$ cat src/rtl/key_pkg.sv
// Shared types and default timing for the key press detector.
// Counter widths cover the default 50 MHz timing constants.
package key_pkg;

   typedef enum logic [1:0] {
      IDLE    = 2'd0,
      FILT_DN = 2'd1,
      HELD    = 2'd2,
      FILT_UP = 2'd3
   } state_t;

   localparam int unsigned T_DEBOUNCE_DEF     = 1_000_000;
   localparam int unsigned T_LONG_DEF         = 50_000_000;
   localparam int unsigned T_REPEAT_DEF       = 5_000_000;
   localparam int unsigned KEY_ACTIVE_LOW_DEF = 1;

   localparam int unsigned DB_W   = 20;
   localparam int unsigned HOLD_W = 26;
   localparam int unsigned RPT_W  = 23;
   localparam int unsigned CNT_W  = 8;

endpackage

$ cat src/rtl/key_sync.sv
// Two-flop synchroniser for the raw key pin, normalised so key_act = 1 means pressed.
// Reset presets both flops to the idle pin level so no false press is seen.
import key_pkg::*;

module key_sync #(
   parameter bit ACTIVE_LOW = (KEY_ACTIVE_LOW_DEF != 0)
) (
   input  logic CLK,
   input  logic RST,
   input  logic key_in,
   output logic key_act
);

   localparam logic IDLE_LVL = ACTIVE_LOW;

   logic sync1_d, sync1_q;
   logic sync2_d, sync2_q;

   always_comb begin
      sync1_d = key_in;
      sync2_d = sync1_q;
   end

   always_ff @(posedge CLK) begin
      if (RST) begin
         sync1_q <= IDLE_LVL;
         sync2_q <= IDLE_LVL;
      end else begin
         sync1_q <= sync1_d;
         sync2_q <= sync2_d;
      end
   end

   assign key_act = sync2_q ^ ACTIVE_LOW;

endmodule

$ cat src/rtl/key_press_detector.sv
// Debounced key detector: level, press/release/long strobes and a wrapping press count.
// Define KEY_AUTO_REPEAT_EN to add the auto-repeat strobe after a long press.
import key_pkg::*;

module key_press_detector #(
   parameter int unsigned T_DEBOUNCE     = T_DEBOUNCE_DEF,
   parameter int unsigned T_LONG         = T_LONG_DEF,
   parameter int unsigned T_REPEAT       = T_REPEAT_DEF,
   parameter int unsigned KEY_ACTIVE_LOW = KEY_ACTIVE_LOW_DEF
) (
   input  logic             CLK,
   input  logic             RST,
   input  logic             key_in,
   output logic             key_state,
   output logic             press_pulse,
   output logic             release_pulse,
   output logic             long_pulse,
   output logic             repeat_pulse,
   output logic [CNT_W-1:0] press_count
);

   localparam logic [DB_W-1:0]   DB_LAST   = DB_W'(T_DEBOUNCE - 1);
   localparam logic [HOLD_W-1:0] HOLD_LAST = HOLD_W'(T_LONG - 1);
   localparam logic [HOLD_W-1:0] HOLD_SAT  = HOLD_W'(T_LONG);

   logic key_act;

   key_sync #(
      .ACTIVE_LOW(KEY_ACTIVE_LOW != 0)
   ) u_sync (
      .CLK    (CLK),
      .RST    (RST),
      .key_in (key_in),
      .key_act(key_act)
   );

   state_t             state_q, state_d;
   logic [DB_W-1:0]    db_q, db_d;
   logic [HOLD_W-1:0]  hold_q, hold_d;
   logic [CNT_W-1:0]   count_q, count_d;
   logic               key_state_q, key_state_d;
   logic               press_q, press_d;
   logic               release_q, release_d;
   logic               long_q, long_d;

   always_comb begin
      state_d     = state_q;
      db_d        = db_q;
      hold_d      = hold_q;
      count_d     = count_q;
      key_state_d = key_state_q;
      press_d     = 1'b0;
      release_d   = 1'b0;
      long_d      = 1'b0;

      // Hold time keeps accumulating while a release is still being filtered.
      if (state_q == HELD || state_q == FILT_UP) begin
         if (hold_q == HOLD_LAST) long_d = 1'b1;
         if (hold_q != HOLD_SAT)  hold_d = hold_q + 1'b1;
      end

      case (state_q)
         IDLE: begin
            if (key_act) begin
               state_d = FILT_DN;
               db_d    = '0;
            end
         end
         FILT_DN: begin
            if (!key_act) begin
               state_d = IDLE;
            end else if (db_q == DB_LAST) begin
               state_d     = HELD;
               key_state_d = 1'b1;
               press_d     = 1'b1;
               count_d     = count_q + 1'b1;
               hold_d      = '0;
            end else begin
               db_d = db_q + 1'b1;
            end
         end
         HELD: begin
            if (!key_act) begin
               state_d = FILT_UP;
               db_d    = '0;
            end
         end
         FILT_UP: begin
            if (key_act) begin
               state_d = HELD;
            end else if (db_q == DB_LAST) begin
               state_d     = IDLE;
               key_state_d = 1'b0;
               release_d   = 1'b1;
               long_d      = 1'b0;
            end else begin
               db_d = db_q + 1'b1;
            end
         end
         default: state_d = IDLE;
      endcase
   end

   always_ff @(posedge CLK) begin
      if (RST) begin
         state_q     <= IDLE;
         db_q        <= '0;
         hold_q      <= '0;
         count_q     <= '0;
         key_state_q <= 1'b0;
         press_q     <= 1'b0;
         release_q   <= 1'b0;
         long_q      <= 1'b0;
      end else begin
         state_q     <= state_d;
         db_q        <= db_d;
         hold_q      <= hold_d;
         count_q     <= count_d;
         key_state_q <= key_state_d;
         press_q     <= press_d;
         release_q   <= release_d;
         long_q      <= long_d;
      end
   end

   assign key_state     = key_state_q;
   assign press_pulse   = press_q;
   assign release_pulse = release_q;
   assign long_pulse    = long_q;
   assign press_count   = count_q;

`ifdef KEY_AUTO_REPEAT_EN
   localparam logic [RPT_W-1:0] RPT_LAST = RPT_W'(T_REPEAT - 1);

   logic [RPT_W-1:0] rpt_q, rpt_d;
   logic             repeat_q, repeat_d;

   // Repeats only run once the hold counter has saturated, i.e. after long_pulse.
   always_comb begin
      rpt_d    = rpt_q;
      repeat_d = 1'b0;
      if (long_d || release_d) begin
         rpt_d = '0;
      end else if (state_q == HELD && hold_q == HOLD_SAT) begin
         if (rpt_q == RPT_LAST) begin
            rpt_d    = '0;
            repeat_d = 1'b1;
         end else begin
            rpt_d = rpt_q + 1'b1;
         end
      end
   end

   always_ff @(posedge CLK) begin
      if (RST) begin
         rpt_q    <= '0;
         repeat_q <= 1'b0;
      end else begin
         rpt_q    <= rpt_d;
         repeat_q <= repeat_d;
      end
   end

   assign repeat_pulse = repeat_q;
`else
   // Repeat period has no effect here; the parameter list stays identical across builds.
   assign repeat_pulse = 1'b0 & (T_REPEAT != 0);
`endif

endmodule

$ cat config.mk
export PLATFORM = sky130hd
export DESIGN_NAME = key_press_detector
export DESIGN_NICKNAME = d
export VERILOG_FILES = /design/src/rtl/key_pkg.sv /design/src/rtl/key_sync.sv /design/src/rtl/key_press_detector.sv
export SDC_FILE = /design/constraint.sdc
export NUM_CORES = 1
export LEC_CHECK = 0
export CAP_MARGIN = 20
export CORE_MARGIN = 5
export CORE_UTILIZATION = 45
export DETAILED_ROUTE_END_ITERATION = 6
export PLACE_DENSITY_LB_ADDON = 0.12
export SYNTH_ARGS = -nofsm -noshare
export SYNTH_HDL_FRONTEND = slang
export SYNTH_HIERARCHICAL = 1
export SYNTH_SLANG_ARGS = --single-unit
$ cat constraint.sdc
create_clock -name CLK -period 3 [get_ports CLK]
set_input_delay 0.6 -clock CLK [delete_from_list [all_inputs] [get_ports CLK]]
set_output_delay 0.6 -clock CLK [all_outputs]
set_load 0.05 [all_outputs]
# Word-level counts from Yosys, hierarchy flattened
# Index checks and enable logic that the tools add are counted.
[classes]
n_addsub = 3
eq_ne = 14
n_mux = 29
n_bitwise = 3
n_reduce_logical = 9
[ops]
columns = ["op", "n"]
rows = [
  ["26-bit two-way mux", 5],
  ["20-bit two-way mux", 5],
  ["20-bit one-hot mux with 4 select lines", 1],
  ["26-bit by 1-bit adder with 26-bit output (second input constant)", 1],
  ["26-bit == test (second input constant)", 1],
  ["26-bit != test (second input constant)", 1],
  ["20-bit by 1-bit adder with 20-bit output (second input constant)", 1],
  ["20-bit == test (second input constant)", 1],
  ["2-bit two-way mux", 6],
  ["1-bit two-way mux", 10],
  ["8-bit by 1-bit adder with 8-bit output (second input constant)", 1],
  ["2-bit one-hot mux with 4 select lines", 1],
  ["4-bit AND reduction", 2],
  ["2-bit by 1-bit != test with 1-bit output (second input constant)", 3],
  ["2-bit != test (second input constant)", 3],
  ["3-bit OR reduction", 2],
  ["5-bit AND reduction", 1],
  ["2-bit == test (second input constant)", 2],
  ["3-bit by 2-bit != test with 1-bit output (second input constant)", 1],
  ["3-bit != test (second input constant)", 1],
  ["1-bit inverter", 3],
  ["3-bit AND reduction", 1],
  ["2-bit by 1-bit == test with 1-bit output (second input constant)", 1],
  ["2-bit logical NOT", 1],
  ["3 further kinds", 3],
]
[word_totals]
regBits = 62
in_bits = 3
output_inout_bits = 13
wordCells = 68

# Logic depth before layout (Yosys ltp)
# Gate-level depths: netlist (run 1).
[depth]
ltp_word = 6
depth_mapped = 8
ltp_nobuf = 7

# Cells and area by module
# Netlist (run 1), hierarchy kept.
[by_module_without_submodules]
columns = ["module", "n_inst", "cells_each", "area_each_um2", "seq_area_each_um2"]
rows = [
  ["key_press_detector", 1, 345, 2926.6, 1201.2],
  ["key_sync", 1, 5, 56.3, 40.0],
]

# Worst setup path before layout (run 1)
# Ideal clock, no wire load.
[synth_path]
kind = "register to register"
start = "register hold_q[9]"
end = "register hold_q[1]"
setup_ps = 114
t_arrival_ps = 1660
required_time_ps = 2886
slack_ps = 1226
stages_incl_launch_ff = 7
path_buffers = 1
period_less_slack_ps = 1774
cell_sequence = "dfxtp_1 -> or3_1 -> or4_4 -> o21ai_2 -> buf_4 -> mux2i_1 -> nor2_1"
[synth_via]
elab_chain_len = 6
[synth_rtl]
columns = ["item", "line", "text"]
rows = [
  ["start: declaration", "key_press_detector.sv:39", "logic [HOLD_W-1:0] hold_q, hold_d;"],
  ["start signal: assignment", "key_press_detector.sv:117", "hold_q <= hold_d;"],
  ["26-bit != test (*)", "key_press_detector.sv:59", "if (hold_q != HOLD_SAT) hold_d = hold_q + 1'b1;"],
  ["26-bit two-way mux (*)", "key_press_detector.sv:59", ""],
  ["26-bit two-way mux (*)", "key_press_detector.sv:57", "if (state_q == HELD || state_q == FILT_UP) begin"],
  ["26-bit two-way mux", "key_press_detector.sv:72", "end else if (db_q == DB_LAST) begin"],
  ["26-bit two-way mux", "key_press_detector.sv:70", "if (!key_act) begin"],
  ["26-bit two-way mux (*)", "key_press_detector.sv:62", "case (state_q)"],
]
# Mark *: on every way between the ends. The rest lies on a longest branch, timed or not.
# A chain may end at the register's enable or synchronous reset.

==> flow_metrics.tcl, run 1 <==
set metrics [dict create \
    vias 2421 \
    met3_usage_pct 4.05 \
    total_power_uw 1490 \
    fin_skew_ns 0.00785 \
    io_buffers 14 \
    synth-edff-count 0 \
    synth_xor_area_share_pct 11.7 \
    synth_area_um2 2980 \
    seq_area_um2 1240 \
    clk_latency_ns 0.33 \
    hp-class "flop to flop" \
    die_area_um2 8360 \
    post_cts_buffers 0 \
    period_minus_slack_ns 2.32 \
    worstPathArrival_ns 2.58 \
    wirelength_mm 6.08 \
    fp-row-count 29 \
    fill_cells 621 \
    crit_path_start_kind "flop" \
    critPathKind "flop to flop" \
    critPathMaxFanout 16 \
    max_freq_mhz 431 \
    synth.area.mux_share_pct 0.671 \
    ys_seq_area_share_pct 41.6 \
    synth_compound_area_share_pct 6.75 \
    hold_violations 0 \
    worstSetupEndpointType "flop" \
    fin_ws_ns 0.680 \
    start_util_pct 46.7 \
    drtAntennaViolNets 0 \
    grt_usage_pct 15.2 \
    first_pass_iters 4 \
    ys.flop_type "dfxtp_1" \
    tns_ns 0 \
    power_density_nw_per_um2 446 \
    grt_overflow 0 \
    async_reset_ff_share_pct 0 \
    wl_per_cell_um 13.6 \
    reg2reg_slack_ns 0.68 \
    dpl_worst_slack_ns 0.745 \
    htree_levels 3 \
    worst_r2r_path_depth 5 \
    coreArea_um2 6390 \
    synth_seq_cells 62 \
    dp_hpwl_mm 4.18 \
    worst_slew_pin_slew_ns 0.698 \
    grt_most_used_layer "met1" \
    cap_violations 0 \
    yosys_warnings 6 \
    clockBufferDepth 2 \
    ir_drop_v 0.000251 \
    required_ns 3.26 \
    relSlewSlack_pct 53.0 \
    syn_nets 357 \
    vias_per_cell 5.40 \
    synth_area_leaders "dfxtp_1 42%, xor2_1 6.8%, nor2_1 6.7%, xnor2_1 5.0%, nand4_1 4.0%" \
    layoutNonFillerInstCount 448 \
    synth_commonest_cells "62 x dfxtp_1, 53 x nor2_1, 29 x nand2_1, 23 x xor2_1, 19 x nand4_1" \
    grt_max_degree 27 \
    yosysMostFrequentCell "dfxtp_1" \
    fp.dieH_um 91.4 \
    met2_usage_pct 21.4 \
    p_sw_uw 339 \
    grt_pass1_wl_mm 10.4 \
    clock_power_share_pct 41.9 \
    io_pins 16 \
    cts_resized 0 \
    slew_violations 0 \
    cts_inserted_buffers 9 \
    drt_iter0_markers 77 \
    root_buffer "clkbuf_8" \
    synth_cell_types 43 \
    syn_area_per_cell_um2 8.52 \
    grtUsageMet1_pct 21.9 \
    holdBufCountCts 0 \
    synth-simple-area-share_pct 33.6 \
    synthToLayoutAreaGrowth_pct 12.1 \
    outcome "finished clean" \
    post-route-period-util_pct 77.3 \
    gp_congestion 0.843 \
    synth_top_family_by_area "simple AND/OR/NAND/NOR gates" \
    multiInputGateArea_um2 1630 \
    p_leak_uw 0.00108 \
    drc 0 \
    diodes 0 \
    whs_path_depth 1 \
    p_sw_share_pct 22.8 \
    setup_viol 0 \
    syn_inst 350 \
    rsz0062_at_grt "false" \
    fin_nets 373 \
    cts_tree "yes" \
    chipWidth_um 91.4 \
    seqPwrFrac_pct 55.6 \
    synth_top_cell_by_area "dfxtp_1" \
    p_comb_share_pct 2.5 \
    path_clk_slew_ns 0.07 \
    clock-sinks 62 \
    drive_gt1_share_pct 8.36 \
    dp_cells 432 \
    antenna_found_initial 0 \
    synth.top_cell.area_share_pct 41.6 \
    p_int_uw 1150 \
    synth_fa_ha_area_share_pct 1.68 \
    grt_pass1_vias 2209 \
]
==> flip-flops by register name (all words and copies together), names as in the netlist, named ones only <==
signal and flops:
u_sync/sync1_q 1, hold_q 26, long_pulse 1, u_sync/sync2_q 1, press_pulse 1, db_q 20, release_pulse 1, state_q 1
press_count 8, key_state 1
==> per-layer routing <==
metal  part of all wire, %  wire, µm
met1                    54      3300
met2                    42      2520
met3                   3.0       184
met4                   1.1        66
met5                     0         0
==> final cells by class <==
type | instances | share of cell area (%)
Multi-Input combinational cell | 264 | 48.7
Timing Repair Buffer | 18 | 5.09
Clock inverter | 5 | 0.749
Tap cell | 77 | 2.88
Inverter | 11 | 1.24
Sequential cell | 62 | 37.1
Clock buffer | 11 | 4.23
==> power by group through the flow <==
stage	combinational (µW)	clock [µW]	sequential, µW
6_report	37.7	625	828
5_1_grt	41.2	693	827
2_1_floorplan	24.1	0	850
4_1_cts	38.4	649	828
3_5_place_dp	38.4	0	846
3_3_place_gp	38.2	0	846
==> worst max-delay path: stages (launching register included) <==
cell,delay (ns)
dfxtp_1,0.73
inv_1,0.24
nor4_1,0.68
nand2_1,0.15
or2_2,0.31
a21oi_1,0.14
==> placed cells by master, fill, tap and decap left out, types with 3 or more instances in the layout <==
master / instances
nand4_1: 19
clkinv_2: 5
and3_1: 4
or4_1: 5
nor4_1: 11
nor2_1: 53
xnor2_1: 17
clkdlybuf4s50_1: 14
nand2_1: 29
buf_4: 4
a21oi_1: 16
nor3_1: 9
inv_1: 11
ha_1: 4
o21ai_0: 9
xor2_1: 23
o31ai_1: 4
nor4b_2: 3
nor4bb_1: 3
nand3_1: 18
or3_1: 7
clkbuf_8: 10
dfxtp_1: 62
==> kinds of logic (layout without fill, tap and decap cells) <==
kind of cell	Yosys count	after routing
adder cells (fa/ha/maj)	4	4
AND/OR/NAND/NOR	182	182
XOR/XNOR	40	40
flip-flops	62	62
buffers and inverters	24	45
other	1	1
AO/OA/AOI/OAI	35	35
multiplexers	2	2
==> metrics by stage <==
stage                     utilization, %  hold WS [ns]  instance area, µm²
after floorplan                        -         0.383                2980
after global placement              49.7         0.448                3180
after detailed placement            49.7         0.452                3180
after CTS                           52.4         0.478                3340
after global routing                52.4         0.487                3340
final                               52.4         0.462                3340
==> final timing paths <==
path | startpoint | end
max reg2reg | flop | hold_q[23]
min | u_sync/sync1_q | u_sync/sync2_q
min reg2reg | u_sync/sync1_q | u_sync/sync2_q
max | flop | hold_q[23]
(Power assumes the default switching activity.)
==> inputs of run 2 (changes only) <==
==> constraint.sdc (replaced) <==
create_clock -name CLK -period 2 [get_ports CLK]
set_input_delay 0.4 -clock CLK [delete_from_list [all_inputs] [get_ports CLK]]
set_output_delay 0.4 -clock CLK [all_outputs]
set_load 0.05 [all_outputs]
==> flow_metrics.tcl, run 2 (same netlist as run 1, synthesis figures left out) <==
set metrics [dict create \
    dp_hpwl_mm 4.44 \
    drc 0 \
    drive_gt1_share_pct 13.1 \
    fin_nets 390 \
    worstSetupEndpointType "primary output" \
    timing.critical_path.buf_inv 1 \
    root_buffer "clkbuf_8" \
    fill_cells 584 \
    seq_area_um2 1240 \
    power_density_nw_per_um2 710 \
    grt_pass1_wl_mm 11.0 \
    worstPathArrival_ns 1.54 \
    diodes 0 \
    dp_cells 448 \
    vias 2538 \
    synthToLayoutAreaGrowth_pct 18.9 \
    io_buffers 14 \
    fp-row-count 29 \
    fp.dieH_um 91.4 \
    grt_overflow 0 \
    layoutNonFillerInstCount 465 \
    critPathMaxFanout 3 \
    first_pass_iters 4 \
    critPathKind "flop to primary output" \
    wl_per_cell_um 13.7 \
    htree_levels 3 \
    rsz0062_at_grt "false" \
    coreArea_um2 6390 \
    mostFrequentLayoutCells "61 x dfxtp_1, 53 x nor2_1, 29 x nand2_1" \
    slew_violations 0 \
    cts_inserted_buffers 9 \
    hold_violations 0 \
    clock-sinks 62 \
    p_leak_uw 0.00127 \
    io_pins 16 \
    crit_path_start_kind "flop" \
    grt_max_degree 27 \
    hp-class "flop to flop" \
    critical-path-top-delay-family "buffers and inverters" \
    cap_violations 0 \
    grt_usage_pct 16.0 \
    chipWidth_um 91.4 \
    clockBufferDepth 2 \
    gp_congestion 0.864 \
    antenna_found_initial 0 \
    post-route-period-util_pct 97.0 \
    period_minus_slack_ns 1.94 \
    multiInputGateArea_um2 1640 \
    outcome "finished clean" \
    path_clk_slew_ns 0.07 \
    relSlewSlack_pct 65.8 \
    cts_tree "yes" \
    max_freq_mhz 516 \
    clk_latency_ns 0.34 \
    tns_ns 0 \
    grt_pass1_vias 2301 \
    setup_viol 0 \
    wirelength_mm 6.38 \
    slowest_delay_ns 0.82 \
    worst_slew_pin_slew_ns 0.512 \
    drtAntennaViolNets 0 \
    required_ns 1.60 \
    vias_per_cell 5.46 \
    top_register "hold_q" \
    die_area_um2 8360 \
    largest_reg_flops 26 \
    crit_path_top_delay_cell "clkdlybuf4s50_1" \
    ir_drop_v 0.000588 \
    drt_iter0_markers 101 \
    fin_skew_ns 0.00732 \
    start_util_pct 46.7 \
    crit_chain "clkdlybuf4s50_1" \
    final_common_cell "dfxtp_1" \
]
[run 2: cell types whose count changed in the layout (fill, tap and decap cells not counted), sizes merged]
cell	delta
buf	+18
bufinv	+2
clkbuf	+1
clkdlybuf4s50	-7
clkinv	-3
dlygate4sd2	+2
dlymetal6s2s	+4
[run 2: worst paths after layout]
path | from | to | slack [ns] | depth (start not counted)
worst max register to register | hold_q[1] | hold_q[17] | 0.13 | 8
worst max-delay path | press_count[4] | press_count[4] | 0.06 | 1
worst min register to register | u_sync/sync1_q | u_sync/sync2_q | 0.41 | 1
worst min-delay path | u_sync/sync1_q | u_sync/sync2_q | 0.41 | 1
[run 2: per-stage QoR]
step | instance area (µm²) | setup slack (ns) | power [µW] | hold slack [ns] | util (%)
6_report | 3550 | 0.0609 | 2520 | 0.413 | 55.5
5_1_grt | 3550 | 0.00872 | 2630 | 0.435 | 55.5
4_1_cts | 3520 | 0.00748 | 2550 | 0.415 | 55.1
3_5_place_dp | 3310 | 0.134 | 1330 | 0.396 | 51.8
3_3_place_gp | 3310 | 0.135 | 1330 | 0.393 | 51.8
2_1_floorplan | 2980 | 0.226 | 1310 | 0.383 | -
[run 2: where the power goes]
group | leakage (µW) | total, µW | switching [µW] | internal (µW)
clock | 0.000110 | 1210 | 482 | 733
sequential | 0.000500 | 1240 | 2.84 | 1240
combinational | 0.000662 | 64.4 | 43.7 | 20.8
[run 2: layout make-up]
class / instances / share of cell area (%)
inverter: 11 / 1.16
tap: 77 / 2.72
timing repair buffer: 35 / 8.89
clock buffer: 12 / 4.09
sequential: 62 / 35.0
multi-input combinational: 264 / 46.1
clock inverter: 4 / 1.98
[run 2: repair_timing]
item,4_1_cts,5_1_grt
resized for setup,2,7
setup endpoints to repair,2,9
pin swaps,0,1
buffers inserted,0,1
hold buffers,0,0
[run 2: metal layers]
layer  track usage, %  vias up  wire [µm]
met1             22.6     1177       3220
li1                 -     1299          -
met5                0        -          0
met4             4.16        0         64
met3             5.95        7        295
met2             23.0       55       2800
